==> src/rtl/spi_regs_pkg.sv <==
// Constants shared between the SPI register file and the PWM output stage.
package spi_regs_pkg;

  localparam int         PWM_STEPS = 256;
  localparam logic [7:0] DUTY_FULL = 8'hFF;

  localparam logic [7:0] ADDR_EN_OUT_7_0  = 8'h00;
  localparam logic [7:0] ADDR_EN_OUT_15_8 = 8'h01;
  localparam logic [7:0] ADDR_EN_PWM_7_0  = 8'h02;
  localparam logic [7:0] ADDR_EN_PWM_15_8 = 8'h03;
  localparam logic [7:0] ADDR_PWM_DUTY    = 8'h04;

  // Full-scale duty is forced high so 0xFF means a true 100 % output.
  function automatic logic pwm_compare(input logic [7:0] step, input logic [7:0] duty);
    return (duty == DUTY_FULL) || (step < duty);
  endfunction

endpackage

==> src/rtl/pwm_output_stage_timebase.sv <==
// PWM timebase: clock prescaler plus 8-bit step counter, with a strobe
// marking the first clk of every PWM period.
module pwm_timebase
  import spi_regs_pkg::*;
#(
  parameter int CLK_DIV = 13
) (
  input  logic       clk,
  input  logic       rst_n,
  output logic [7:0] step,
  output logic       period_start_comb
);

  localparam int            PW         = (CLK_DIV > 1) ? $clog2(CLK_DIV) : 1;
  localparam logic [PW-1:0] PRESC_LAST = PW'(CLK_DIV - 1);
  localparam logic [7:0]    STEP_LAST  = 8'(PWM_STEPS - 1);

  logic [PW-1:0] r_presc;
  logic [7:0]    r_step;
  logic          w_presc_last;

  assign w_presc_last = (r_presc == PRESC_LAST);

  always_ff @(posedge clk or negedge rst_n) begin
    if (!rst_n) begin
      r_presc <= '0;
      r_step  <= '0;
    end else begin
      r_presc <= w_presc_last ? '0 : r_presc + PW'(1);
      if (w_presc_last) begin
        r_step <= (r_step == STEP_LAST) ? 8'd0 : r_step + 8'd1;
      end
    end
  end

  assign step              = r_step;
  assign period_start_comb = (r_presc == '0) && (r_step == 8'd0);

endmodule

==> src/rtl/pwm_output_stage.sv <==
// Drives the 16 chip outputs low, high or from a shared PWM waveform; the
// duty value is sampled only at period boundaries so writes never glitch.
module pwm_output_stage
  import spi_regs_pkg::*;
#(
  parameter int CLK_DIV = 13
) (
  input  logic        clk,
  input  logic        rst_n,
  input  logic [7:0]  en_reg_out_7_0,
  input  logic [7:0]  en_reg_out_15_8,
  input  logic [7:0]  en_reg_pwm_7_0,
  input  logic [7:0]  en_reg_pwm_15_8,
  input  logic [7:0]  pwm_duty_cycle,
  output logic [15:0] out,
  output logic        period_start
);

  logic [7:0]  w_step;
  logic        w_period_start_comb;
  logic [7:0]  r_duty_shadow;
  logic [7:0]  w_duty_eff;
  logic        w_pwm_level;
  logic [15:0] w_en_out;
  logic [15:0] w_en_pwm;
  logic [15:0] w_out_next;

  pwm_timebase #(
    .CLK_DIV(CLK_DIV)
  ) u_timebase (
    .clk              (clk),
    .rst_n            (rst_n),
    .step             (w_step),
    .period_start_comb(w_period_start_comb)
  );

  // Bypass the shadow on the boundary cycle so step 0 already uses the new duty.
  assign w_duty_eff  = w_period_start_comb ? pwm_duty_cycle : r_duty_shadow;
  assign w_pwm_level = pwm_compare(w_step, w_duty_eff);

  assign w_en_out   = {en_reg_out_15_8, en_reg_out_7_0};
  assign w_en_pwm   = {en_reg_pwm_15_8, en_reg_pwm_7_0};
  assign w_out_next = w_en_out & (~w_en_pwm | {16{w_pwm_level}});

  always_ff @(posedge clk or negedge rst_n) begin
    if (!rst_n) begin
      r_duty_shadow <= 8'h00;
      out           <= 16'h0000;
      period_start  <= 1'b0;
    end else begin
      if (w_period_start_comb) begin
        r_duty_shadow <= pwm_duty_cycle;
      end
      out          <= w_out_next;
      period_start <= w_period_start_comb;
    end
  end

endmodule

==> config.mk <==
export PLATFORM = sky130hd
export DESIGN_NAME = pwm_output_stage
export DESIGN_NICKNAME = d
export VERILOG_FILES = /design/src/rtl/spi_regs_pkg.sv /design/src/rtl/pwm_output_stage_timebase.sv /design/src/rtl/pwm_output_stage.sv
export SDC_FILE = /design/constraint.sdc
export NUM_CORES = 1
export LEC_CHECK = 0
export CAP_MARGIN = 10
export CORE_ASPECT_RATIO = 1.25
export CORE_MARGIN = 10
export CORE_UTILIZATION = 46
export DETAILED_ROUTE_END_ITERATION = 6
export GPL_TIMING_DRIVEN = 0
export HOLD_SLACK_MARGIN = 0.1
export PLACE_DENSITY = 0.82
export SETUP_SLACK_MARGIN = 0.2
export SYNTH_ARGS = -nofsm -noshare
export SYNTH_HDL_FRONTEND = slang
export SYNTH_HIERARCHICAL = 1
export SYNTH_SLANG_ARGS = --single-unit
==> constraint.sdc <==
create_clock -name clk -period 3.3 [get_ports clk]
set_clock_uncertainty 0.2 [all_clocks]
set_input_delay 0.99 -clock clk [delete_from_list [all_inputs] [get_ports clk]]
set_output_delay 0.99 -clock clk [all_outputs]
set_load 0.005 [all_outputs]
==> run_results.csv <==
group,metric,value,unit
min_path,hp-class,"reg2reg",
yosys,synth_mux_area_share,4.10,%
grt,grt_pass1_vias,1648,
critical_path,end_kind,"flop",
power,p_leak,1.31,nW
clocking,cts_buffers,5,
floorplan,initial_core_util,48.0,%
clocking,clock_path_buffers,2,
floorplan,ioPinCount,59,
cells_and_area,postLayoutCellArea,3010,sq um
clocking,clk_pin_slew,0.07,ns
yosys,synth_top_family_by_area,"compound AO/OA/AOI/OAI gates",
min_path,hold_end,"u_timebase/r_presc[0]",
floorplan,core_area,3820,sq um
clocking,clk_latency,0.29,ns
floorplan,die_h,90.5,microns
yosys,synth-xor-area-share,1.91,%
route,drtIter0Drc,129,
yosys,synth_seq_area_share,50.6,%
yosys,syn_area_per_cell,11.2,sq um
timing,fin_crit,3.27,ns
critical_path,startpoint,"u_timebase/step[1]",
floorplan,rows,25,
route,vias,1593,
yosys,synth-simple-area-share,10.3,%
yosys,synthTopCellsByArea,"dfrtp_1 (51%), ha_1 (7.5%), inv_1 (6.4%), a31oi_2 (6.2%), mux2i_1 (3.3%)",
critical_path,critical_path.max_fanout,8,
yosys,synth_compound_area_share,16.2,%
yosys,async_flop_share,100,%
critical_path,worst-r2r-setup-slack,0.03,ns
clocking,clockRootBuffer,"clkbuf_8",
route,antenna_left,0,
cells_and_area,antennaDiodeCount,0,
grt,grt_antenna_before_repair,0,
placed_design,dpl.hpwl,3510,microns
route,routed_wl,6450,microns
cells_and_area,fillers,211,
yosys,netlist_area,1830,sq um
timing,post-route-period-util,99.1,%
job,cap_viol_max_count,0,
yosys,yosysWarnings,6,
placed_design,place_ws,-0.227,ns
floorplan,die_x,76.4,microns
cells_and_area,drive_above_1_share,28.7,%
yosys,synth_top_cell_area_share,50.6,%
yosys,synth_nets,216,
yosys,synthFlopType,"dfrtp_1",
timing,worst_pin_slew,0.823,ns
timing,slew_violations,0,
outcome,run_status,"finished clean",
min_path,whs_path_depth,1,
clocking,cts_tree,"built",
placed_design,placed_area,2470,sq um
cells_and_area,final_common_cell,"clkdlybuf4s50_1",
yosys,synthAdderAreaFrac,7.52,%
critical_path,r2r_start,"u_timebase/step[1]",
timing,clock.fmax,306,MHz
route,first_pass_iters,4,
yosys,synthCells,163,
timing,relSlewSlack,45.1,%
grt,grt.overflow.total,0,
timing,rsz0062_at_grt,"true",
grt,grt_pass1_wl,8680,microns
critical_path,critPathKind,"reg2reg",
cells_and_area,finalNetCount,299,
critical_path,r2r-end,"out[10]",
cells_and_area,area_growth,64.3,%
critical_path,rr_worst_depth,14,
timing,finalHoldViolCount,0,
route,wire_per_inst,21.4,microns
yosys,synth_area_leader_cell,"dfrtp_1",
critical_path,start_kind,"flop",
placed_design,place.gp.congestion,0.775,
grt,track_usage,16.0,%
route,avgViaCountPerCell,5.29,
power,power.density,323,nW/um^2
timing,setup_ws,0.0294,ns
timing,finalSetupViolations,0,
route,drc,0,
placed_design,io_buffers,58,
clocking,htreeDepth,2,
yosys,synth_edf_count,0,
yosys,synth-seq-cells,37,
grt,grt_max_degree,38,
critical_path,worstPathArrival,3.27,ns
floorplan,dieArea,6920,sq um
cells_and_area,final_cell_mix,"clkdlybuf4s50_1 (57), dfrtp_1 (33), inv_1 (29)",
power,ir_drop,0.322,mV
clocking,clock_sinks,37,
yosys,yosysUniqueCellTypes,40,
min_path,hp-start,"u_timebase/r_presc[0]",
critical_path,critPathRequiredTime,3.30,ns
power,power,0.000971,W
cell families (layout without fill, tap and decap cells):
family,Yosys count,in the layout
DFF,37,37
buffers and inverters,36,120
xor gates and xnor gates,4,4
muxes,7,7
and+or+nand+nor,33,33
AOI/OAI and AO/OA,35,35
adders and majority gates,11,11
timing repair:
| action | CTS | global route |
|---|---|---|
| pin swaps | 5 | 18 |
| gates cloned | 1 | 1 |
| setup endpoints to repair | 16 | 16 |
| endpoints found under the hold margin | 0 | 0 |
| hold buffers | 0 | 0 |
| setup buffers | 10 | 6 |
| gates resized for setup | 30 | 15 |
critical path, cell delays in order (launching register included):
cell	delay [ns]
dfrtp_2	0.41
inv_2	0.09
ha_4	0.13
nor4b_4	0.17
and4b_2	0.32
buf_8	0.16
mux2i_4	0.29
ha_4	0.25
buf_6	0.12
nand4_1	0.11
nor2_1	0.07
or3_4	0.40
buf_8	0.15
buf_12	0.14
a31oi_2	0.17
how the worst max path moves through the flow:
stage | end | slack [ns]
after floorplan | out[10] | 0.29
after global placement | out[9] | -0.03
after detailed placement | out[6] | -0.23
after CTS | out[7] | 0.12
after global routing | out[10] | -0.08
final | out[10] | 0.03
synth_stat cells (all sizes together), types with 2 or more instances:
master and number:
a21oi 4, a31oi 16, a41oi 2, and3 2
buf 5, dfrtp 37, ha 11, inv 31
mux2i 6, nand2 4, nand3 7, nand4 3
nor2 7, nor4 3, o211ai 2, o21ai 6
xnor2 2, xor2 2
metal layers:
layer	track usage, %	part of all wire, %	up-vias
met2	30.2	55	62
met4	7.92	4.7	0
li1	-	-	735
met1	15.6	37	778
met3	3.88	3.6	18
met5	0	0	-
power breakdown:
| group | internal (W) | switching [W] |
|---|---|---|
| Combinational | 0.0000874 | 0.0000562 |
| Clock | 0.000189 | 0.000162 |
| Sequential | 0.000468 | 0.00000843 |
final cells by class:
type | instances | area (sq um) | share of cell area [%]
clock buffer | 7 | 96.3 | 3.20
buffer | 5 | 62.6 | 2.08
sequential | 37 | 931 | 31.0
clock inverter | 1 | 5.00 | 0.166
timing repair buffer | 76 | 748 | 24.9
tap | 54 | 67.6 | 2.25
inverter | 31 | 116 | 3.87
multi-input combinational | 90 | 980 | 32.6
registers in the layout, summed over array words and instances, names as in the netlist:
register,flops
u_timebase/r_presc,4
out,16
u_timebase/step,8
period_start,1
r_duty_shadow,8
through the flow:
stage	cells	hold WS, ns	util (%)	TNS [ns]
CTS	294	0.310	73.8	0
finish	301	0.305	78.8	0
detailed placement	275	0.297	64.8	-2.59
global route	301	0.328	78.8	-0.242
floorplan	163	0.253	-	0
global placement	275	0.283	65.0	-0.215
(Power assumes the default switching activity.)
